$ cat src/rtl/ex_mem_pkg.sv
// ex_mem_pkg
// Shared definitions for the EX->MEM pipeline register slice:
//   - default field widths used as parameter defaults by the interface/top
//   - stage state encoding (RUN / HALTED, 1 bit, RUN = 0)
//   - the fill bit used to build a bubble (every field all zeros)
package ex_mem_pkg;

    localparam int DEF_NB_DATA     = 32;
    localparam int DEF_NB_REGWR    = 5;
    localparam int DEF_NB_PC       = 7;
    localparam int DEF_NB_MEM_CTRL = 6;
    localparam int DEF_NB_WB_CTRL  = 2;
    localparam int DEF_NB_CNT      = 16;

    typedef enum logic {
        ST_RUN    = 1'b0,
        ST_HALTED = 1'b1
    } state_e;

    // A bubble is every field replicated from this bit. Zeroed MEM/WB
    // controls guarantee no memory write and no register-file write.
    localparam logic BUBBLE_FILL = 1'b0;

endpackage

$ cat src/rtl/ex_mem_pipe_reg_if.sv
// ex_mem_pipe_reg_if
// Bundles the EX->MEM stage signals (everything except clock and reset).
//   master: the EX side / debug unit, drives *_i plus en_pipeline/flush_i
//   slave : the pipeline register, drives *_o
// Handshake: there is no ready. valid_i qualifies the entry on the edge it
// is sampled; en_pipeline=0 is a stall (stage holds), flush_i replaces the
// incoming entry with a bubble. valid_o qualifies the registered entry.
interface ex_mem_pipe_reg_if
    import ex_mem_pkg::*;
#(
    parameter int NB_DATA     = DEF_NB_DATA,
    parameter int NB_REGWR    = DEF_NB_REGWR,
    parameter int NB_PC       = DEF_NB_PC,
    parameter int NB_MEM_CTRL = DEF_NB_MEM_CTRL,
    parameter int NB_WB_CTRL  = DEF_NB_WB_CTRL,
    parameter int NB_CNT      = DEF_NB_CNT
);
    logic                   en_pipeline;
    logic                   flush_i;
    logic                   valid_i;
    logic                   halt_i;
    logic [NB_DATA-1:0]     data_wr_to_mem_i;
    logic [NB_DATA-1:0]     alu_result_i;
    logic [NB_REGWR-1:0]    writeReg_i;
    logic [NB_PC-1:0]       pc_i;
    logic [NB_MEM_CTRL-1:0] mem_signals_i;
    logic [NB_WB_CTRL-1:0]  wb_signals_i;

    logic [NB_DATA-1:0]     data_wr_to_mem_o;
    logic [NB_DATA-1:0]     alu_result_o;
    logic [NB_REGWR-1:0]    writeReg_o;
    logic [NB_PC-1:0]       pc_o;
    logic [NB_MEM_CTRL-1:0] mem_signals_o;
    logic [NB_WB_CTRL-1:0]  wb_signals_o;
    logic                   valid_o;
    logic                   halt_o;
    logic                   halted_o;
    logic [NB_CNT-1:0]      count_o;

    modport master (
        output en_pipeline, flush_i, valid_i, halt_i, data_wr_to_mem_i,
               alu_result_i, writeReg_i, pc_i, mem_signals_i, wb_signals_i,
        input  data_wr_to_mem_o, alu_result_o, writeReg_o, pc_o,
               mem_signals_o, wb_signals_o, valid_o, halt_o, halted_o, count_o
    );

    modport slave (
        input  en_pipeline, flush_i, valid_i, halt_i, data_wr_to_mem_i,
               alu_result_i, writeReg_i, pc_i, mem_signals_i, wb_signals_i,
        output data_wr_to_mem_o, alu_result_o, writeReg_o, pc_o,
               mem_signals_o, wb_signals_o, valid_o, halt_o, halted_o, count_o
    );

endinterface

$ cat src/rtl/ex_mem_pipe_reg_pipe_field_reg.sv
// pipe_field_reg
// One pipeline field: falling-edge register with synchronous active-high
// reset, clear (load a bubble) and load enable. Clear beats load.
//   clk_i, rst_i      : clock (falling edge) and sync reset
//   load_i, clear_i   : load d_i / load the bubble value
//   d_i, q_o          : field in / registered field out
module pipe_field_reg
    import ex_mem_pkg::*;
#(
    parameter int W = 1
) (
    input  logic         clk_i,
    input  logic         rst_i,
    input  logic         load_i,
    input  logic         clear_i,
    input  logic [W-1:0] d_i,
    output logic [W-1:0] q_o
);
    logic [W-1:0] data_q;
    logic [W-1:0] data_d;

    always_comb begin
        data_d = data_q;
        if (clear_i) begin
            data_d = {W{BUBBLE_FILL}};
        end else if (load_i) begin
            data_d = d_i;
        end
    end

    always_ff @(negedge clk_i) begin
        if (rst_i) begin
            data_q <= '0;
        end else begin
            data_q <= data_d;
        end
    end

    assign q_o = data_q;

endmodule

$ cat src/rtl/ex_mem_pipe_reg.sv
// ex_mem_pipe_reg
// EX->MEM pipeline register with valid tracking, flush, halt capture with a
// sticky freeze, and a saturating count of valid entries loaded.
//   clock_i : clock, all state updates on the falling edge
//   reset_i : synchronous active-high reset
//   bus     : stage inputs/outputs (see ex_mem_pipe_reg_if); halted_o is
//             the FSM state bit (1 = HALTED)
module ex_mem_pipe_reg
    import ex_mem_pkg::*;
#(
    parameter int NB_DATA     = DEF_NB_DATA,
    parameter int NB_REGWR    = DEF_NB_REGWR,
    parameter int NB_PC       = DEF_NB_PC,
    parameter int NB_MEM_CTRL = DEF_NB_MEM_CTRL,
    parameter int NB_WB_CTRL  = DEF_NB_WB_CTRL,
    parameter int NB_CNT      = DEF_NB_CNT
) (
    input logic               clock_i,
    input logic               reset_i,
    ex_mem_pipe_reg_if.slave  bus
);
    state_e            state_q;
    state_e            state_d;
    logic              load;
    logic              clear;
    logic              halt_d;
    logic [NB_CNT-1:0] count_q;
    logic [NB_CNT-1:0] count_d;

    // State register
    always_ff @(negedge clock_i) begin
        if (reset_i) begin
            state_q <= ST_RUN;
        end else begin
            state_q <= state_d;
        end
    end

    // Next state: only a real HALT entry on a normal load enters HALTED;
    // HALTED is left only through reset.
    always_comb begin
        state_d = state_q;
        case (state_q)
            ST_RUN: begin
                if (!bus.flush_i && bus.en_pipeline && bus.valid_i && bus.halt_i) begin
                    state_d = ST_HALTED;
                end
            end
            ST_HALTED: state_d = ST_HALTED;
            default:   state_d = ST_RUN;
        endcase
    end

    // Outputs: flush beats stall; HALTED freezes everything.
    always_comb begin
        load  = 1'b0;
        clear = 1'b0;
        if (state_q == ST_RUN) begin
            if (bus.flush_i) begin
                clear = 1'b1;
            end else if (bus.en_pipeline) begin
                load = 1'b1;
            end
        end
    end

    assign bus.halted_o = (state_q == ST_HALTED);

    // A halt flag on a non-valid entry means nothing downstream.
    assign halt_d = bus.halt_i & bus.valid_i;

    // Retired-entry counter, saturating at all ones.
    always_comb begin
        count_d = count_q;
        if (load && bus.valid_i && (count_q != {NB_CNT{1'b1}})) begin
            count_d = count_q + 1'b1;
        end
    end

    always_ff @(negedge clock_i) begin
        if (reset_i) begin
            count_q <= '0;
        end else begin
            count_q <= count_d;
        end
    end

    assign bus.count_o = count_q;

    pipe_field_reg #(.W(NB_DATA)) u_data (
        .clk_i(clock_i), .rst_i(reset_i), .load_i(load), .clear_i(clear),
        .d_i(bus.data_wr_to_mem_i), .q_o(bus.data_wr_to_mem_o)
    );
    pipe_field_reg #(.W(NB_DATA)) u_alu (
        .clk_i(clock_i), .rst_i(reset_i), .load_i(load), .clear_i(clear),
        .d_i(bus.alu_result_i), .q_o(bus.alu_result_o)
    );
    pipe_field_reg #(.W(NB_REGWR)) u_wreg (
        .clk_i(clock_i), .rst_i(reset_i), .load_i(load), .clear_i(clear),
        .d_i(bus.writeReg_i), .q_o(bus.writeReg_o)
    );
    pipe_field_reg #(.W(NB_PC)) u_pc (
        .clk_i(clock_i), .rst_i(reset_i), .load_i(load), .clear_i(clear),
        .d_i(bus.pc_i), .q_o(bus.pc_o)
    );
    pipe_field_reg #(.W(NB_MEM_CTRL)) u_mem (
        .clk_i(clock_i), .rst_i(reset_i), .load_i(load), .clear_i(clear),
        .d_i(bus.mem_signals_i), .q_o(bus.mem_signals_o)
    );
    pipe_field_reg #(.W(NB_WB_CTRL)) u_wb (
        .clk_i(clock_i), .rst_i(reset_i), .load_i(load), .clear_i(clear),
        .d_i(bus.wb_signals_i), .q_o(bus.wb_signals_o)
    );
    pipe_field_reg #(.W(1)) u_valid (
        .clk_i(clock_i), .rst_i(reset_i), .load_i(load), .clear_i(clear),
        .d_i(bus.valid_i), .q_o(bus.valid_o)
    );
    pipe_field_reg #(.W(1)) u_halt (
        .clk_i(clock_i), .rst_i(reset_i), .load_i(load), .clear_i(clear),
        .d_i(halt_d), .q_o(bus.halt_o)
    );

endmodule

$ cat src/flat_wrapper.sv
// flat-port wrapper written by rule: the top's interface ports become plain ports
module ex_mem_pipe_reg_flat import ex_mem_pkg::*;
#(
    parameter int NB_DATA     = DEF_NB_DATA,
    parameter int NB_REGWR    = DEF_NB_REGWR,
    parameter int NB_PC       = DEF_NB_PC,
    parameter int NB_MEM_CTRL = DEF_NB_MEM_CTRL,
    parameter int NB_WB_CTRL  = DEF_NB_WB_CTRL,
    parameter int NB_CNT      = DEF_NB_CNT
)
  (clock_i, reset_i, bus_en_pipeline, bus_flush_i, bus_valid_i, bus_halt_i, bus_data_wr_to_mem_i, bus_alu_result_i, bus_writeReg_i, bus_pc_i, bus_mem_signals_i, bus_wb_signals_i, bus_data_wr_to_mem_o, bus_alu_result_o, bus_writeReg_o, bus_pc_o, bus_mem_signals_o, bus_wb_signals_o, bus_valid_o, bus_halt_o, bus_halted_o, bus_count_o);
  ex_mem_pipe_reg_if #(.NB_DATA(NB_DATA), .NB_REGWR(NB_REGWR), .NB_PC(NB_PC), .NB_MEM_CTRL(NB_MEM_CTRL), .NB_WB_CTRL(NB_WB_CTRL), .NB_CNT(NB_CNT)) bus_i ();
  input logic clock_i;
  input logic reset_i;
  input wire logic [$bits(bus_i.en_pipeline)-1:0] bus_en_pipeline;
  input wire logic [$bits(bus_i.flush_i)-1:0] bus_flush_i;
  input wire logic [$bits(bus_i.valid_i)-1:0] bus_valid_i;
  input wire logic [$bits(bus_i.halt_i)-1:0] bus_halt_i;
  input wire logic [$bits(bus_i.data_wr_to_mem_i)-1:0] bus_data_wr_to_mem_i;
  input wire logic [$bits(bus_i.alu_result_i)-1:0] bus_alu_result_i;
  input wire logic [$bits(bus_i.writeReg_i)-1:0] bus_writeReg_i;
  input wire logic [$bits(bus_i.pc_i)-1:0] bus_pc_i;
  input wire logic [$bits(bus_i.mem_signals_i)-1:0] bus_mem_signals_i;
  input wire logic [$bits(bus_i.wb_signals_i)-1:0] bus_wb_signals_i;
  output wire logic [$bits(bus_i.data_wr_to_mem_o)-1:0] bus_data_wr_to_mem_o;
  output wire logic [$bits(bus_i.alu_result_o)-1:0] bus_alu_result_o;
  output wire logic [$bits(bus_i.writeReg_o)-1:0] bus_writeReg_o;
  output wire logic [$bits(bus_i.pc_o)-1:0] bus_pc_o;
  output wire logic [$bits(bus_i.mem_signals_o)-1:0] bus_mem_signals_o;
  output wire logic [$bits(bus_i.wb_signals_o)-1:0] bus_wb_signals_o;
  output wire logic [$bits(bus_i.valid_o)-1:0] bus_valid_o;
  output wire logic [$bits(bus_i.halt_o)-1:0] bus_halt_o;
  output wire logic [$bits(bus_i.halted_o)-1:0] bus_halted_o;
  output wire logic [$bits(bus_i.count_o)-1:0] bus_count_o;
  assign bus_i.en_pipeline = bus_en_pipeline;
  assign bus_i.flush_i = bus_flush_i;
  assign bus_i.valid_i = bus_valid_i;
  assign bus_i.halt_i = bus_halt_i;
  assign bus_i.data_wr_to_mem_i = bus_data_wr_to_mem_i;
  assign bus_i.alu_result_i = bus_alu_result_i;
  assign bus_i.writeReg_i = bus_writeReg_i;
  assign bus_i.pc_i = bus_pc_i;
  assign bus_i.mem_signals_i = bus_mem_signals_i;
  assign bus_i.wb_signals_i = bus_wb_signals_i;
  assign bus_data_wr_to_mem_o = bus_i.data_wr_to_mem_o;
  assign bus_alu_result_o = bus_i.alu_result_o;
  assign bus_writeReg_o = bus_i.writeReg_o;
  assign bus_pc_o = bus_i.pc_o;
  assign bus_mem_signals_o = bus_i.mem_signals_o;
  assign bus_wb_signals_o = bus_i.wb_signals_o;
  assign bus_valid_o = bus_i.valid_o;
  assign bus_halt_o = bus_i.halt_o;
  assign bus_halted_o = bus_i.halted_o;
  assign bus_count_o = bus_i.count_o;
  ex_mem_pipe_reg #(.NB_DATA(NB_DATA), .NB_REGWR(NB_REGWR), .NB_PC(NB_PC), .NB_MEM_CTRL(NB_MEM_CTRL), .NB_WB_CTRL(NB_WB_CTRL), .NB_CNT(NB_CNT)) u_core (.clock_i(clock_i), .reset_i(reset_i), .bus(bus_i));
endmodule
$ cat config.mk
export PLATFORM = sky130hd
export DESIGN_NAME = ex_mem_pipe_reg_flat
export DESIGN_NICKNAME = d
export VERILOG_FILES = /design/src/rtl/ex_mem_pkg.sv /design/src/rtl/ex_mem_pipe_reg_if.sv /design/src/rtl/ex_mem_pipe_reg_pipe_field_reg.sv /design/src/rtl/ex_mem_pipe_reg.sv /design/src/flat_wrapper.sv
export SDC_FILE = /design/constraint.sdc
export NUM_CORES = 1
export LEC_CHECK = 0
export CORE_MARGIN = 2
export CORE_UTILIZATION = 44
export CTS_CLUSTER_DIAMETER = 120
export CTS_CLUSTER_SIZE = 40
export DETAILED_ROUTE_END_ITERATION = 7
export GPL_ROUTABILITY_DRIVEN = 1
export PLACE_DENSITY = 0.93
export SETUP_SLACK_MARGIN = 0.02
export SLEW_MARGIN = 20
export SYNTH_ARGS = -nofsm -noshare
export SYNTH_HDL_FRONTEND = slang
export SYNTH_HIERARCHICAL = 1
export SYNTH_SLANG_ARGS = --single-unit
$ cat constraint.sdc
create_clock -name clock_i -period 6.87 [get_ports clock_i]
set_input_delay 2.061 -clock clock_i [delete_from_list [all_inputs] [get_ports clock_i]]
set_output_delay 2.061 -clock clock_i [all_outputs]
set_load 0.03 [all_outputs]
==> flow_metrics.env, run 1 <==
export IMPL_status="complete, no violations"
export IMPL_drt_iter0_markers=121
export IMPL_power_total_w=0.00143
export IMPL_grt_start_max_net_pins=33
export IMPL_wl_per_cell_um=15.1
export IMPL_gr_total_overflow=0
export IMPL_drv_cap=0
export IMPL_synth_edf_count=0
export IMPL_synth_cell_types=39
export IMPL_port_buffers=192
export IMPL_crit_slowest_cell="dfxtp_1"
export IMPL_die_w_um=100
export IMPL_slowest_delay_ps=440
export IMPL_synthCells=400
export IMPL_cp_buffers_inverters=1
export IMPL_cts_root_buffer="clkbuf_8"
export IMPL_grt_total_usage_pct=24.3
export IMPL_gp_congestion=0.903
export IMPL_core_area_um2=9150
export IMPL_yosys_area_share_adder_pct=0.305
export IMPL_timing_rr_start="u_core/bus.count_o[8]"
export IMPL_drive_above_1_share_pct=9.27
export IMPL_ys_warn_count=6
export IMPL_drcViolationCount=0
export IMPL_critPathLaunchType="flop"
export IMPL_cp_required_ps=4810
export IMPL_start_util_pct=44.8
export IMPL_io_pins=193
export IMPL_cts_buffers=9
export IMPL_final_cells=823
export IMPL_ys_seq_area_share_pct=50.3
export IMPL_cp_max_fo=6
export IMPL_antenna_found_initial=0
export IMPL_ff2ff_setup_slack_ps=4890
export IMPL_rr_worst_depth=4
export IMPL_cts_tree="done"
export IMPL_arrival_ps=4720
export IMPL_cts_sinks=103
export IMPL_fin_area_um2=6750
export IMPL_grt_pass1_wl_mm=19.7
export IMPL_synthSimpleGateAreaFrac_pct=18.0
export IMPL_p_leak_nw=3.39
export IMPL_synth_top_family_by_area="multiplexers"
export IMPL_synth_xor_area_share_pct=0
export IMPL_placed_area_um2=6310
export IMPL_hp_start="u_core/u_mem/q_o[1]"
export IMPL_dp_hpwl_mm=9.21
export IMPL_hold_depth=2
export IMPL_htreeDepth=3
export IMPL_path_clk_slew_ps=40
export IMPL_post_synth_top_area_fraction_pct=50.3
export IMPL_r2r_end="u_core/bus.count_o[2]"
export IMPL_synth_area_leaders="dfxtp_1 50%, mux2i_1 21%, nor2_1 7.6%"
export IMPL_synth_compound_area_share_pct=3.67
export IMPL_hold_violations=0
export IMPL_routed_wl_mm=12.4
export IMPL_min_to="u_core/u_mem/q_o[1]"
export IMPL_final_antenna_net_count=0
export IMPL_viasPerCell=4.97
export IMPL_synth_top_cell_by_area="dfxtp_1"
export IMPL_relSlewSlack_pct=57.4
export IMPL_synth_net_count=491
export IMPL_insertion_delay_ps=410
export IMPL_rows=35
export IMPL_final_nets=798
export IMPL_fp_dieH_um=100
export IMPL_dr_pass1_iters=5
export IMPL_areaGrowthSynthToFinish_pct=64.8
export IMPL_crit_family="flip-flops"
export IMPL_async_flop_share_pct=0
export IMPL_power_density_nw_per_um2=211
export IMPL_num_vias=4091
export IMPL_finalClockSkew_ps=28.2
export IMPL_rsz0062_at_grt="false"
export IMPL_critPathKind="reg -> out"
export IMPL_avgSynthCellArea_um2=10.2
export IMPL_ys_seq_elements=103
export IMPL_dp_cells=713
export IMPL_grt_pass1_vias=4449
export IMPL_die_area_um2=10100
export IMPL_muxShareOfSynthArea_pct=21.8
export IMPL_min_path_type="reg -> reg"
export IMPL_max_slew_worst_pin_slew_ps=635
export IMPL_syn_cell_area_um2=4100
export IMPL_crit_path_end_kind="primary output"
export IMPL_n_fill_cell=698
export IMPL_clock_path_buffers=2
export IMPL_diodes=0
export IMPL_finalMaxSlewViolations=0
export IMPL_yosys_most_used_dff="dfxtp_1"
export IMPL_multi_input_area_um2=1820
export IMPL_final_seq_area_um2=2060
export IMPL_cts_hold_buf=0
export IMPL_finalSetupViolations=0
export IMPL_path_cells="dlygate4sd2_1"
export IMPL_ir_worst_vdd_v=0.000117
## registers in the layout (all words and copies together), names as in the netlist
register,count
u_core/u_alu/q_o,32
u_core/u_data/q_o,32
u_core/bus.count_o,16
u_core/u_pc/q_o,7
u_core/u_mem/q_o,6
u_core/u_wreg/q_o,5
u_core/u_wb/q_o,2
u_core/bus.halted_o,1
u_core/u_halt/q_o,1
u_core/u_valid/q_o,1
## metrics by stage
stage | setup TNS, ps | hold WS (ps) | setup WS [ps] | utilization [%]
final | 0 | 480 | 93.8 | 73.8
after global routing | 0 | 505 | 27.4 | 73.8
after CTS | 0 | 487 | 24.4 | 73.7
after detailed placement | -26670 | 483 | -434 | 68.9
after global placement | -21060 | 472 | -393 | 68.9
after floorplan | 0 | 618 | 52.6 | -
## timing repair
item	CTS	global route
endpoints found under the setup margin	107	9
pin swaps	0	4
setup buffers	0	0
gates resized for setup	106	5
## power by group
part | leakage [nW] | internal [W] | total (W) | switching (W)
clock | 0.657 | 0.000225 | 0.000623 | 0.000398
sequential | 0.834 | 0.000614 | 0.000621 | 0.00000704
combinational | 1.90 | 0.0000977 | 0.000182 | 0.0000839
total | 3.39 | 0.000936 | 0.00143 | 0.000489
## synth_stat cells (2+ instances only)
master    number
o21ai_0        6
nor3_2         2
o31ai_1        6
nor3_1        10
or3_1          5
buf_6          7
a21oi_1       11
inv_1         12
nor2b_1        3
nand4_1        7
nor2_1        83
clkbuf_2       3
mux2_2         2
buf_4          8
or2_0          2
or2_1          2
buf_2          5
nand3_1        4
nand2b_1       2
nand2_1        5
or4_1          8
mux2i_1       86
a31oi_1        2
nor4_2         2
dfxtp_1      103
## cell families after synthesis
kind of cell / after synthesis
buffers and inverters: 37
adder cells (fa/ha/maj): 1
flip-flops: 103
multiplexers: 89
AND/OR/NAND/NOR: 144
AO/OA/AOI/OAI: 26
## final cells by class
class,count,share of cell area [%]
sequential,103,30.5
tap,111,2.06
timing repair buffer,227,31.6
clock inverter,110,6.93
inverter,3,0.167
clock buffer,9,1.83
multi-input combinational,260,26.9
## worst max path at each step
stage / start / to / slack [ps] / depth (start not counted)
6_report: u_core/bus.halted_o / bus_halted_o / 90 / 1
5_1_grt: u_core/bus.halted_o / bus_halted_o / 30 / 1
4_1_cts: bus_en_pipeline / u_core/bus.count_o[12] / 20 / 6
3_5_place_dp: bus_valid_i / u_core/bus.count_o[15] / -430 / 5
3_3_place_gp: bus_valid_i / u_core/bus.count_o[13] / -390 / 5
2_1_floorplan: bus_flush_i / u_core/bus.count_o[10] / 50 / 5
## routing by layer
| metal | up-vias | share of wire, % | track usage [%] | wire length, um |
|---|---|---|---|---|
| met5 | - | 0 | 0 | 0 |
| met3 | 31 | 7.0 | 9.08 | 867 |
| met1 | 1887 | 36 | 24.0 | 4430 |
| met2 | 181 | 54 | 43.3 | 6740 |
| met4 | 0 | 3.1 | 13.9 | 386 |
| li1 | 1992 | - | - | - |
## placed cells by master, fill, tap and decap left out, types with 4 or more instances in the layout
| master | synthesis | routed |
|---|---|---|
| o21ai_0 | 6 | 6 |
| inv_1 | 12 | 107 |
| nand2_1 | 5 | 5 |
| a21oi_1 | 11 | 10 |
| clkbuf_8 | 1 | 9 |
| nand3_1 | 4 | 4 |
| inv_8 | 0 | 4 |
| nand4_1 | 7 | 7 |
| buf_4 | 8 | 29 |
| dfxtp_1 | 103 | 103 |
| nor2_1 | 83 | 83 |
| buf_12 | 0 | 6 |
| nor3_1 | 10 | 10 |
| mux2i_1 | 86 | 86 |
| clkdlybuf4s50_1 | 0 | 86 |
| dlygate4sd2_1 | 0 | 103 |
| o31ai_1 | 6 | 6 |
| or4_1 | 8 | 8 |
Power figures use the tool's default switching activity.
==> run 2: changes to the inputs <==
- CORE_UTILIZATION: 44 -> 50
- DONT_BUFFER_PORTS: unset -> 1
- PLACE_DENSITY: 0.93 -> 0.73
- clock period: 6.87 -> 7.3 ns (I/O delays scaled with it)
==> run 2 against run 1 <==
  * Final cell count decreased by 28%
  * Global-route usage decreased by 4.5 points
  * Design area decreased by 31%
  * Combinational power decreased by 66%
  * Critical path type is now in -> reg
  * Largest cell class is now sequential cells
==> flow_metrics.env, run 2 (synthesized netlist as in run 1, its figures left out) <==
export IMPL_status="complete, no violations"
export IMPL_p_leak_nw=2.02
export IMPL_finalClockSkew_ps=17.7
export IMPL_gr_total_overflow=0
export IMPL_final_common_cell="inv_1"
export IMPL_port_buffers=0
export IMPL_grt_pass1_wl_mm=13.9
export IMPL_fp_dieH_um=94.5
export IMPL_ir_worst_vdd_v=0.0000976
export IMPL_cts_sinks=103
export IMPL_cp_buffers_inverters=0
export IMPL_n_fill_cell=773
export IMPL_ff2ff_setup_slack_ps=5030
export IMPL_hold_depth=2
export IMPL_htreeDepth=3
export IMPL_power_density_nw_per_um2=265
export IMPL_max_slew_worst_pin_slew_ps=651
export IMPL_cts_hold_buf=0
export IMPL_cts_resized=0
export IMPL_grt_start_max_net_pins=50
export IMPL_min_path_type="reg -> reg"
export IMPL_relSlewSlack_pct=56.3
export IMPL_crit_path_end_kind="flop"
export IMPL_finalMaxSlewViolations=0
export IMPL_cts_setup_buffers=0
export IMPL_hp_start="u_core/u_data/q_o[26]"
export IMPL_dp_hpwl_mm=6.52
export IMPL_min_to="u_core/u_data/q_o[26]"
export IMPL_arrival_ps=3530
export IMPL_die_area_um2=8930
export IMPL_insertion_delay_ps=410
export IMPL_final_seq_area_um2=2060
export IMPL_final_antenna_net_count=0
export IMPL_wl_per_cell_um=15.3
export IMPL_diodes=0
export IMPL_io_pins=193
export IMPL_areaGrowthSynthToFinish_pct=13.7
export IMPL_drt_iter0_markers=61
export IMPL_path_clk_slew_ps=40
export IMPL_final_nets=577
export IMPL_final_cell_mix="106 x inv_1, 103 x dfxtp_1, 86 x mux2i_1"
export IMPL_dp_cells=486
export IMPL_r2r_end="u_core/bus.count_o[14]"
export IMPL_num_vias=3167
export IMPL_antenna_found_initial=0
export IMPL_cts_tree="done"
export IMPL_tns_ps=0
export IMPL_viasPerCell=5.31
export IMPL_dr_pass1_iters=4
export IMPL_rsz0062_at_grt="false"
export IMPL_critPathKind="in -> reg"
export IMPL_gp_congestion=0.770
export IMPL_crit_family="simple AND/OR/NAND/NOR gates"
export IMPL_cts_root_buffer="clkbuf_8"
export IMPL_critPathLaunchType="input port"
export IMPL_timing_rr_start="u_core/bus.count_o[0]"
export IMPL_rr_worst_depth=5
export IMPL_finalSetupViolations=0
export IMPL_cp_max_fo=9
export IMPL_start_util_pct=50.6
export IMPL_hold_violations=0
export IMPL_crit_slowest_cell="or3_1"
export IMPL_core_area_um2=8090
export IMPL_routed_wl_mm=9.11
export IMPL_crit_start="bus_flush_i"
export IMPL_cts_buffers=9
export IMPL_slowest_delay_ps=520
export IMPL_cp_required_ps=3940
export IMPL_multi_input_area_um2=1800
export IMPL_rows=33
export IMPL_drv_cap=0
export IMPL_drive_above_1_share_pct=6.92
export IMPL_path_cells="nand4bb_4, or3_1, nor4_1, mux2_2"
export IMPL_die_w_um=94.5
export IMPL_grt_total_usage_pct=19.7
export IMPL_clock_path_buffers=2
export IMPL_drcViolationCount=0
export IMPL_grt_pass1_vias=3180
export IMPL_final_cells=596
## run 2: changes by cell type in the layout (fill, tap and decap cells not counted), moves of 2 or more
cell and delta:
buf_12 -4, buf_4 -25, clkdlybuf4s50_1 -86, dlygate4sd2_1 -103, dlymetal6s2s_1 -2, inv_8 -2, or3_1 +2, or3_4 -2
## run 2: report_power, final
part / total, W / switching (W) / leakage [nW] / internal (W)
Sequential: 0.000612 / 0.0000336 / 0.834 / 0.000578
Clock: 0.000558 / 0.000351 / 0.646 / 0.000206
Combinational: 0.0000625 / 0.0000328 / 0.545 / 0.0000297
## run 2: final cells by class
cell class | instances | area share, %
multi-input combinational | 260 | 38.7
timing repair buffer | 6 | 1.50
clock buffer | 9 | 2.66
clock inverter | 110 | 9.75
inverter | 3 | 0.242
tap | 105 | 2.82
sequential | 103 | 44.3
## run 2: worst max-delay path by stage
stage / slack [ps] / to / cells past startpoint
after floorplan: 90 / u_core/bus.count_o[10] / 5
after CTS: 400 / bus_halted_o / 0
after global routing: 340 / bus_count_o[7] / 0
final: 410 / u_core/bus.count_o[14] / 4
after global placement: 70 / u_core/bus.count_o[10] / 4
after detailed placement: 5 / u_core/bus.count_o[14] / 4
## run 2: tightest hold or removal path: stages, from the launching register on
cell	delay [ps]
dfxtp_1	400
mux2i_1	160
nor2_1	50
## run 2: per-layer routing
layer | track usage [%] | part of all wire (%)
met1 | 18.1 | 37
met2 | 34.4 | 52
met3 | 11.3 | 11
met4 | 10.5 | 0.69
met5 | 0 | 0
## run 2: stage by stage
step                hold slack, ps  area [um^2]  utilization [%]  total power [W]  worst slack [ps]
floorplan                      618         4100                -         0.000773              85.1
global placement               643         4110             50.8         0.000775              68.6
detailed placement             653         4110             50.8         0.000778              4.61
CTS                            659         4660             57.5          0.00127               398
global route                   671         4660             57.5          0.00134               337
finish                         657         4660             57.5          0.00123               412
==> run 3: changes to the inputs <==
- HOLD_SLACK_MARGIN: unset -> 0.06
==> results of run 3 <==
No change in the layout: final DEF, timing and power equal those of run 2.
